**config.mk**
```make
export PLATFORM = sky130hd
export DESIGN_NAME = alu_arbiter_flat
export DESIGN_NICKNAME = d
export VERILOG_FILES = /design/src/rtl/alu_arbiter_if.sv /design/src/rtl/alu_arbiter.sv /design/src/flat_wrapper.sv
export SDC_FILE = /design/constraint.sdc
export NUM_CORES = 1
export LEC_CHECK = 0
export ABC_AREA = 1
export CORE_MARGIN = 10
export CORE_UTILIZATION = 33
export CTS_CLUSTER_DIAMETER = 200
export CTS_CLUSTER_SIZE = 40
export DETAILED_ROUTE_END_ITERATION = 8
export PLACE_DENSITY = 0.72
export SYNTH_ARGS = -nofsm -noshare
export SYNTH_HDL_FRONTEND = slang
export SYNTH_SLANG_ARGS = --single-unit
```
**constraint.sdc**
```tcl
create_clock -name clk -period 1.8 [get_ports clk]
set_clock_uncertainty 0.1 [all_clocks]
set_input_delay 0.45 -clock clk [delete_from_list [all_inputs] [get_ports clk]]
set_output_delay 0.45 -clock clk [all_outputs]
set_load 0.02 [all_outputs]
```
**src/rtl/alu_arbiter_if.sv**
```systemverilog
// Bundled request, response and shared-ALU signals for alu_arbiter.
// The slave modport is the arbiter, master is the requester side, alu is the ALU side.
interface alu_arbiter_if;
    logic        req0_valid;
    logic        req0_ready;
    logic [31:0] req0_a;
    logic [31:0] req0_b;
    logic [2:0]  req0_op;
    logic        req1_valid;
    logic        req1_ready;
    logic [31:0] req1_a;
    logic [31:0] req1_b;
    logic [2:0]  req1_op;
    logic        rsp0_valid;
    logic        rsp0_ready;
    logic [31:0] rsp0_ans;
    logic        rsp0_zero;
    logic        rsp1_valid;
    logic        rsp1_ready;
    logic [31:0] rsp1_ans;
    logic        rsp1_zero;
    logic [31:0] alu_a;
    logic [31:0] alu_b;
    logic [2:0]  alu_op;
    logic [31:0] alu_ans;
    logic        alu_zero;

    modport slave (
        input  req0_valid, req0_a, req0_b, req0_op,
        input  req1_valid, req1_a, req1_b, req1_op,
        output req0_ready, req1_ready,
        output rsp0_valid, rsp0_ans, rsp0_zero,
        output rsp1_valid, rsp1_ans, rsp1_zero,
        input  rsp0_ready, rsp1_ready,
        output alu_a, alu_b, alu_op,
        input  alu_ans, alu_zero
    );

    modport master (
        output req0_valid, req0_a, req0_b, req0_op,
        output req1_valid, req1_a, req1_b, req1_op,
        input  req0_ready, req1_ready,
        input  rsp0_valid, rsp0_ans, rsp0_zero,
        input  rsp1_valid, rsp1_ans, rsp1_zero,
        output rsp0_ready, rsp1_ready
    );

    modport alu (
        input  alu_a, alu_b, alu_op,
        output alu_ans, alu_zero
    );
endinterface

```
**src/rtl/alu_arbiter.sv**
```systemverilog
// Two-requester arbiter in front of one shared combinational ALU (IDLE/EXEC/RESP).
// Define ALU_ARB_RR_EN for round-robin tie-break; otherwise requester 0 has fixed priority.
module alu_arbiter (
    input  logic          clk,
    input  logic          rst_n,
    alu_arbiter_if.slave  bus
);

    typedef enum logic [1:0] {IDLE, EXEC, RESP} state_t;

    state_t      state;
    state_t      state_nxt;
    logic [31:0] a_q;
    logic [31:0] b_q;
    logic [2:0]  op_q;
    logic        owner;
    logic [31:0] ans_q;
    logic        zero_q;
    logic        any_valid;
    logic        winner;
    logic        take;

    assign any_valid = bus.req0_valid | bus.req1_valid;
    assign take      = (state == IDLE) && any_valid;

`ifdef ALU_ARB_RR_EN
    logic last;

    // On a tie the requester that was not granted most recently wins
    always_comb begin
        winner = (bus.req0_valid && bus.req1_valid) ? ~last : ~bus.req0_valid;
    end
`else
    always_comb begin
        winner = ~bus.req0_valid;
    end
`endif

    always_ff @(posedge clk or negedge rst_n) begin
        if (!rst_n) begin
            state <= IDLE;
        end else begin
            state <= state_nxt;
        end
    end

    // Operands are captured only in the handshake cycle; the result only in EXEC
    always_ff @(posedge clk or negedge rst_n) begin
        if (!rst_n) begin
            a_q    <= '0;
            b_q    <= '0;
            op_q   <= '0;
            owner  <= 1'b0;
            ans_q  <= '0;
            zero_q <= 1'b0;
`ifdef ALU_ARB_RR_EN
            last   <= 1'b1;
`endif
        end else begin
            if (take) begin
                a_q   <= winner ? bus.req1_a  : bus.req0_a;
                b_q   <= winner ? bus.req1_b  : bus.req0_b;
                op_q  <= winner ? bus.req1_op : bus.req0_op;
                owner <= winner;
`ifdef ALU_ARB_RR_EN
                last  <= winner;
`endif
            end
            if (state == EXEC) begin
                ans_q  <= bus.alu_ans;
                zero_q <= bus.alu_zero;
            end
        end
    end

    // READY is gated by rst_n so it reads 0 for the whole reset window
    always_comb begin
        state_nxt      = state;
        bus.req0_ready = 1'b0;
        bus.req1_ready = 1'b0;
        bus.rsp0_valid = 1'b0;
        bus.rsp0_ans   = '0;
        bus.rsp0_zero  = 1'b0;
        bus.rsp1_valid = 1'b0;
        bus.rsp1_ans   = '0;
        bus.rsp1_zero  = 1'b0;
        bus.alu_a      = '0;
        bus.alu_b      = '0;
        bus.alu_op     = 3'b111;
        case (state)
            IDLE: begin
                if (any_valid) begin
                    bus.req0_ready = rst_n & ~winner;
                    bus.req1_ready = rst_n & winner;
                    state_nxt      = EXEC;
                end
            end
            EXEC: begin
                bus.alu_a  = a_q;
                bus.alu_b  = b_q;
                bus.alu_op = op_q;
                state_nxt  = RESP;
            end
            RESP: begin
                if (owner) begin
                    bus.rsp1_valid = 1'b1;
                    bus.rsp1_ans   = ans_q;
                    bus.rsp1_zero  = zero_q;
                    if (bus.rsp1_ready) state_nxt = IDLE;
                end else begin
                    bus.rsp0_valid = 1'b1;
                    bus.rsp0_ans   = ans_q;
                    bus.rsp0_zero  = zero_q;
                    if (bus.rsp0_ready) state_nxt = IDLE;
                end
            end
            default: state_nxt = IDLE;
        endcase
    end

endmodule
```
**src/flat_wrapper.sv**
```systemverilog
// flat-port wrapper written by rule: the top's interface ports become plain ports
module alu_arbiter_flat 
  (clk, rst_n, bus_req0_valid, bus_req0_a, bus_req0_b, bus_req0_op, bus_req1_valid, bus_req1_a, bus_req1_b, bus_req1_op, bus_req0_ready, bus_req1_ready, bus_rsp0_valid, bus_rsp0_ans, bus_rsp0_zero, bus_rsp1_valid, bus_rsp1_ans, bus_rsp1_zero, bus_rsp0_ready, bus_rsp1_ready, bus_alu_a, bus_alu_b, bus_alu_op, bus_alu_ans, bus_alu_zero);
  alu_arbiter_if bus_i ();
  input  logic clk;
  input  logic rst_n;
  input wire logic [$bits(bus_i.req0_valid)-1:0] bus_req0_valid;
  input wire logic [$bits(bus_i.req0_a)-1:0] bus_req0_a;
  input wire logic [$bits(bus_i.req0_b)-1:0] bus_req0_b;
  input wire logic [$bits(bus_i.req0_op)-1:0] bus_req0_op;
  input wire logic [$bits(bus_i.req1_valid)-1:0] bus_req1_valid;
  input wire logic [$bits(bus_i.req1_a)-1:0] bus_req1_a;
  input wire logic [$bits(bus_i.req1_b)-1:0] bus_req1_b;
  input wire logic [$bits(bus_i.req1_op)-1:0] bus_req1_op;
  output wire logic [$bits(bus_i.req0_ready)-1:0] bus_req0_ready;
  output wire logic [$bits(bus_i.req1_ready)-1:0] bus_req1_ready;
  output wire logic [$bits(bus_i.rsp0_valid)-1:0] bus_rsp0_valid;
  output wire logic [$bits(bus_i.rsp0_ans)-1:0] bus_rsp0_ans;
  output wire logic [$bits(bus_i.rsp0_zero)-1:0] bus_rsp0_zero;
  output wire logic [$bits(bus_i.rsp1_valid)-1:0] bus_rsp1_valid;
  output wire logic [$bits(bus_i.rsp1_ans)-1:0] bus_rsp1_ans;
  output wire logic [$bits(bus_i.rsp1_zero)-1:0] bus_rsp1_zero;
  input wire logic [$bits(bus_i.rsp0_ready)-1:0] bus_rsp0_ready;
  input wire logic [$bits(bus_i.rsp1_ready)-1:0] bus_rsp1_ready;
  output wire logic [$bits(bus_i.alu_a)-1:0] bus_alu_a;
  output wire logic [$bits(bus_i.alu_b)-1:0] bus_alu_b;
  output wire logic [$bits(bus_i.alu_op)-1:0] bus_alu_op;
  input wire logic [$bits(bus_i.alu_ans)-1:0] bus_alu_ans;
  input wire logic [$bits(bus_i.alu_zero)-1:0] bus_alu_zero;
  assign bus_i.req0_valid = bus_req0_valid;
  assign bus_i.req0_a = bus_req0_a;
  assign bus_i.req0_b = bus_req0_b;
  assign bus_i.req0_op = bus_req0_op;
  assign bus_i.req1_valid = bus_req1_valid;
  assign bus_i.req1_a = bus_req1_a;
  assign bus_i.req1_b = bus_req1_b;
  assign bus_i.req1_op = bus_req1_op;
  assign bus_req0_ready = bus_i.req0_ready;
  assign bus_req1_ready = bus_i.req1_ready;
  assign bus_rsp0_valid = bus_i.rsp0_valid;
  assign bus_rsp0_ans = bus_i.rsp0_ans;
  assign bus_rsp0_zero = bus_i.rsp0_zero;
  assign bus_rsp1_valid = bus_i.rsp1_valid;
  assign bus_rsp1_ans = bus_i.rsp1_ans;
  assign bus_rsp1_zero = bus_i.rsp1_zero;
  assign bus_i.rsp0_ready = bus_rsp0_ready;
  assign bus_i.rsp1_ready = bus_rsp1_ready;
  assign bus_alu_a = bus_i.alu_a;
  assign bus_alu_b = bus_i.alu_b;
  assign bus_alu_op = bus_i.alu_op;
  assign bus_i.alu_ans = bus_alu_ans;
  assign bus_i.alu_zero = bus_alu_zero;
  alu_arbiter u_core (.clk(clk), .rst_n(rst_n), .bus(bus_i));
endmodule
```
==> results of run 1 <==
-- cell type report --
cell class / count / share of cell area, %
inverter: 107 / 4.29
clock buffer: 12 / 2.81
sequential: 103 / 27.2
tap: 216 / 2.85
multi-input combinational: 484 / 25.8
timing repair buffer: 349 / 36.4
clock inverter: 3 / 0.686
-- power by group through the flow --
stage	logic [uW]	registers, uW	clock network [uW]
floorplan	4250	3890	0
global placement	7280	3970	0
detailed placement	7360	4020	0
CTS	7520	3970	2250
global route	9420	4100	2320
finish	8620	3970	2200
-- worst min path at each step --
stage	end	slack [ns]
floorplan	u_core.a_q[0]$_DFFE_PN0P_	0.05
global placement	u_core.op_q[1]$_DFFE_PN0P_	0.43
detailed placement	u_core.op_q[1]$_DFFE_PN0P_	0.44
CTS	u_core.b_q[29]$_DFFE_PN0P_	0.20
global route	u_core.b_q[30]$_DFFE_PN0P_	0.23
finish	u_core.b_q[30]$_DFFE_PN0P_	0.17
-- state kept, by name, summed over array words and instances (netlist names) --
register / cells
u_core.a_q: 32
u_core.ans_q: 32
u_core.b_q: 32
u_core.op_q: 3
u_core.owner: 1
u_core.state: 2
u_core.zero_q: 1
-- metrics by stage --
stage               util, %  setup TNS (ns)  worst slack (ns)  cell area (um2)
finish                 59.9          -35.02            -0.326             9480
global route           59.9          -45.94            -0.396             9480
CTS                    56.2          -32.01            -0.349             8890
detailed placement     54.7          -76.79            -0.674             8660
global placement       54.7          -72.06            -0.686             8660
floorplan                 -         -0.0296           -0.0296             5300
-- layout by cell type, fill, tap and decap left out, types with 8 or more instances in the layout --
cell type,count
nand2_1,169
inv_1,103
dfrtp_1,103
nor2_1,124
buf_6,71
clkbuf_16,11
nor2_2,44
o21ai_0,34
buf_12,8
clkdlybuf4s50_1,169
a31oi_1,67
nor2_4,34
buf_4,96
-- per-layer routing --
layer / track usage [%] / vias to the layer above / wire (um)
met2: 28.8 / 230 / 9800
met3: 6.77 / 14 / 2010
met1: 21.5 / 2659 / 8590
li1: - / 2882 / -
met5: 0 / - / 0
met4: 4.00 / 0 / 197
-- kinds of logic after synthesis --
kind of cell	Yosys count	synth area share, %
flip-flops	103	48.7
buffers and inverters	157	12.7
AND/OR/NAND/NOR	383	27.5
AO/OA/AOI/OAI	101	11.1
-- what timing repair did --
action / in CTS / in global routing
resized for setup: 727 / 146
setup endpoints to repair: 205 / 205
pin swaps: 4 / 6
cloned: 0 / 4
setup buffers: 4 / 7
==> flow_summary.yaml, run 1 <==
clock_tree:
  cts_sinks: 103
  cts_buffers: 9
  h-tree-depth: 3
  root_buffer: "clkbuf_16"
  clk_path_buf_depth: 2
  cts_tree: "yes"
  clk_pin_slew_worst_paths_ns: 0.07
  clk_latency_ns: 0.34
  holdBufCountCts: 0
worst_setup_path:
  rr_worst_depth: 8
  regToRegSetupSlack_ns: 0.15
  crit_family: "flip-flops"
  cp_max_fo: 22
  r2r-start: "u_core.state[1]$_DFFE_PN0P_"
  cp.depth: 5
  crit_chain: "nor2_4 -> clkinv_4 -> buf_12 -> or2_4 -> buf_6"
  cp-end-kind: "output port"
  max_stage_delay_ns: 0.43
  critPathRequiredTime_ns: 1.25
  crit_buf_inv: 3
  crit_type: "register to output port"
  r2r_end: "u_core.a_q[28]$_DFFE_PN0P_"
  crit_slowest_cell: "dfrtp_1"
  crit_end: "bus_alu_op[1]"
  critPathLaunch: "u_core.state[1]$_DFFE_PN0P_"
  cp_data_arrival_time_ns: 1.58
  setup.worst_path.start_class: "register"
grt:
  grt-ovfl-total: 0
  grt_antenna_before_repair: 0
  grt_start_max_net_pins: 70
  grt_pass1_vias: 5453
  grt_pass1_wl_mm: 30.6
  gr-usage-all-layers_pct: 17.6
power:
  sw_frac_of_total_pct: 42.8
  peakVddDrop_v: 0.00119
  p_clk_share_pct: 14.9
  switchingPower_uw: 6320
  leakagePower_uw: 0.00458
  p_per_area_nw_per_um2: 1560
  power_frac_seq_pct: 26.9
  intPower_uw: 8460
  power_frac_comb_pct: 58.3
  power_uw: 14800
floorplanning:
  die_area_um2: 21500
  fp.dieH_um: 147
  pin_count: 310
  fp.coreArea_um2: 15800
  fp-row-count: 46
  die_w_um: 147
  start_util_pct: 33.5
finish:
  ff_latch_area_um2: 2580
  final_cells: 1274
  fin_nets: 1227
  drive_gt1_share_pct: 26.8
  multi_input_area_um2: 2450
  areaGrowthSynthToFinish_pct: 79.0
  n_antenna_cell: 0
  fillers: 1443
status:
  outcome: "complete, but fails checks"
  violations: "setup timing"
timing:
  drv_slew: 0
  worst_slack_ns: -0.326
  hold_viol: 0
  fin_crit_ns: 2.13
  max_freq_mhz: 470
  fin_crit_sh_pct: 118
  grt_setup_unrepaired: "true"
  setup_viol: 137
  worst_pin_slew_ns: 0.745
  max-slew-margin-rel_pct: 50.3
  hold_slack_ns: 0.169
placement:
  gp_congestion: 0.789
  place_hpwl_mm: 15.1
  placed_cells: 1247
  port_buffers: 309
yosys:
  yosysSeqAreaShare_pct: 48.7
  synth_flop_cell: "dfrtp_1"
  synth_warnings: 0
  avgSynthCellArea_um2: 7.12
  yosysMostFrequentCell: "nor2_1"
  synth_area_um2: 5300
  synth_area_leader_cell: "dfrtp_1"
  yosysUniqueCellTypes: 16
  synth_cells: 744
  synth_edf_count: 0
  async_reset_ff_share_pct: 100
  synth.area.top_cells: "dfrtp_1 (49%), nor2_1 (14%), nand2_1 (12%), a31oi_1 (7.9%), inv_1 (7.3%)"
  ys_seq_elements: 103
  ys_top_cells_by_count: "nor2_1 (200), nand2_1 (173), dfrtp_1 (103), inv_1 (103), a31oi_1 (67)"
  syn_nets: 917
  synth_top_area_share_pct: 48.7
job:
  drv_cap: 0
detailed_routing:
  vias: 5785
  wl_per_cell_um: 16.2
  drc_errors: 0
  antenna_left: 0
  dr.pass1.iters: 4
  drt_wl_total_mm: 20.6
  drt_iter0_drc: 271
  vias_per_cell: 4.54
min_path:
  hp-class: "input port to asynchronous set/reset pin"
(Power assumes the default switching activity.)
==> inputs of run 2 (changes only) <==
CORE_UTILIZATION = 30   (was 33)
PLACE_DENSITY = 0.66   (was 0.72)
==> flow_summary.yaml, run 2 (synthesis gave the netlist of run 1 again) <==
status:
  outcome: "complete, but fails checks"
  violations: "setup timing"
worst_setup_path:
  crit_family: "buffers and inverters"
  crit_slowest_cell: "dfrtp_1"
  setup.worst_path.start_class: "register"
  cp-end-kind: "output port"
  cp.depth: 6
  critPathRequiredTime_ns: 1.25
  crit_type: "register to output port"
  crit_chain: "inv_2 -> nor2_4 -> inv_4 -> buf_12 -> or2_2 -> buf_2"
  cp_max_fo: 13
  crit_buf_inv: 4
  max_stage_delay_ns: 0.41
  cp_data_arrival_time_ns: 1.58
  rr_worst_depth: 7
floorplanning:
  start_util_pct: 30.6
  fp-row-count: 48
  fp.coreArea_um2: 17300
  fp.dieH_um: 153
  die_area_um2: 23400
  die_w_um: 153
  pin_count: 310
clock_tree:
  root_buffer: "clkbuf_16"
  clk_path_buf_depth: 2
  holdBufCountCts: 0
  cts_sinks: 103
  cts_tree: "yes"
  cts_buffers: 9
  clk_pin_slew_worst_paths_ns: 0.07
  h-tree-depth: 3
  clk_latency_ns: 0.35
min_path:
  hp-class: "input port to asynchronous set/reset pin"
power:
  leakagePower_uw: 0.00476
  sw_frac_of_total_pct: 43.4
  power_uw: 16500
  power_frac_comb_pct: 61.9
  intPower_uw: 9350
  peakVddDrop_v: 0.000836
  switchingPower_uw: 7170
  power_frac_seq_pct: 24.2
  p_clk_share_pct: 14.0
  p_per_area_nw_per_um2: 1640
placement:
  placed_cells: 1256
  gp_congestion: 0.850
  place_ws_ns: -0.687
  port_buffers: 309
  place_hpwl_mm: 16.0
finish:
  n_antenna_cell: 0
  reg_top3: "u_core.a_q (32), u_core.ans_q (32), u_core.b_q (32)"
  drive_gt1_share_pct: 29.6
  multi_input_area_um2: 2660
  ff_latch_area_um2: 2580
  final_cells: 1297
  fin_nets: 1241
  fin_util_pct: 58.3
  areaGrowthSynthToFinish_pct: 90.3
  final_cell_mix: "nand2_1 (169), clkdlybuf4s50_1 (169), nor2_1 (105)"
  fillers: 1628
detailed_routing:
  antenna_left: 0
  wl_per_cell_um: 18.2
  drc_errors: 0
  vias_per_cell: 4.57
  vias: 5930
  drt_wl_total_mm: 23.6
  dr.pass1.iters: 4
  drt_iter0_drc: 198
timing:
  max-slew-margin-rel_pct: 61.7
  drv_slew: 0
  worst_pin_slew_ns: 0.575
  worst_slack_ns: -0.332
  fin_crit_ns: 2.13
  max_freq_mhz: 469
  fin_crit_sh_pct: 118
  hold_viol: 0
  hold_slack_ns: 0.0946
  setup_viol: 137
  grt_setup_unrepaired: "true"
job:
  drv_cap: 0
grt:
  grt_pass1_vias: 5574
  grt_antenna_before_repair: 0
  grt_start_max_net_pins: 100
  gr-usage-all-layers_pct: 17.3
  grt_pass1_wl_mm: 32.3
  grt-ovfl-total: 0
[run 2: changes by cell type in the layout (fill, tap and decap cells not counted), moves of 2 or more]
cell and change:
nor2_4 +34, nor2_1 -19, nor2_2 -15, buf_6 +12, buf_4 -11, clkbuf_16 +7
buf_16 +4, clkbuf_8 -2, or2_2 +2, or2_4 -2
[run 2: per-stage QoR]
| step | instance area (um2) | TNS (ns) |
|---|---|---|
| detailed placement | 8690 | -77.76 |
| global placement | 8690 | -75.71 |
| floorplan | 5300 | -0.0296 |
| CTS | 9060 | -36.63 |
| finish | 10100 | -35.83 |
| global route | 10100 | -45.83 |
[run 2: path summary, 6_finish.rpt]
path                                        startpoint                    endpoint  slack (ns)
max reg2reg                u_core.state[0]$_DFFE_PN0P_   u_core.zero_q$_DFFE_PN0N_        0.05
min                                              rst_n  u_core.b_q[25]$_DFFE_PN0P_        0.09
min in group clk             u_core.a_q[6]$_DFFE_PN0P_   u_core.a_q[6]$_DFFE_PN0P_        0.45
min reg2reg                  u_core.a_q[6]$_DFFE_PN0P_   u_core.a_q[6]$_DFFE_PN0P_        0.45
max                        u_core.state[0]$_DFFE_PN0P_               bus_alu_op[0]       -0.33
max in group asynchronous                        rst_n  u_core.a_q[28]$_DFFE_PN0P_        0.71
[run 2: final cells by class]
| cell class | count | area share [%] |
|---|---|---|
| inverter | 107 | 4.01 |
| timing repair buffer | 363 | 37.8 |
| tap | 225 | 2.79 |
| clock inverter | 5 | 1.05 |
| sequential | 103 | 25.6 |
| clock buffer | 10 | 2.37 |
| multi-input combinational | 484 | 26.4 |
[run 2: repair_timing]
item,4_1_cts,5_1_grt
pin swaps,2,4
resized for setup,750,190
cloned,2,12
endpoints found under the hold margin,0,0
buffers inserted,3,9
endpoints found under the setup margin,188,188
[run 2: metal layers]
layer	vias up	GRT usage (%)	wire (um)
li1	2915	-	-
met1	2751	20.2	9480
met2	247	28.8	11600
met3	17	6.90	2210
met4	0	4.50	291
met5	-	0	0
[run 2: power by group through the flow]
stage / clock, uW / sequential [uW] / combinational, uW
final: 2300 / 4000 / 10200
after global routing: 2450 / 4140 / 11000
after CTS: 2340 / 3990 / 7980
after floorplan: 0 / 3890 / 4250
after detailed placement: 0 / 4030 / 7450
after global placement: 0 / 3990 / 7340
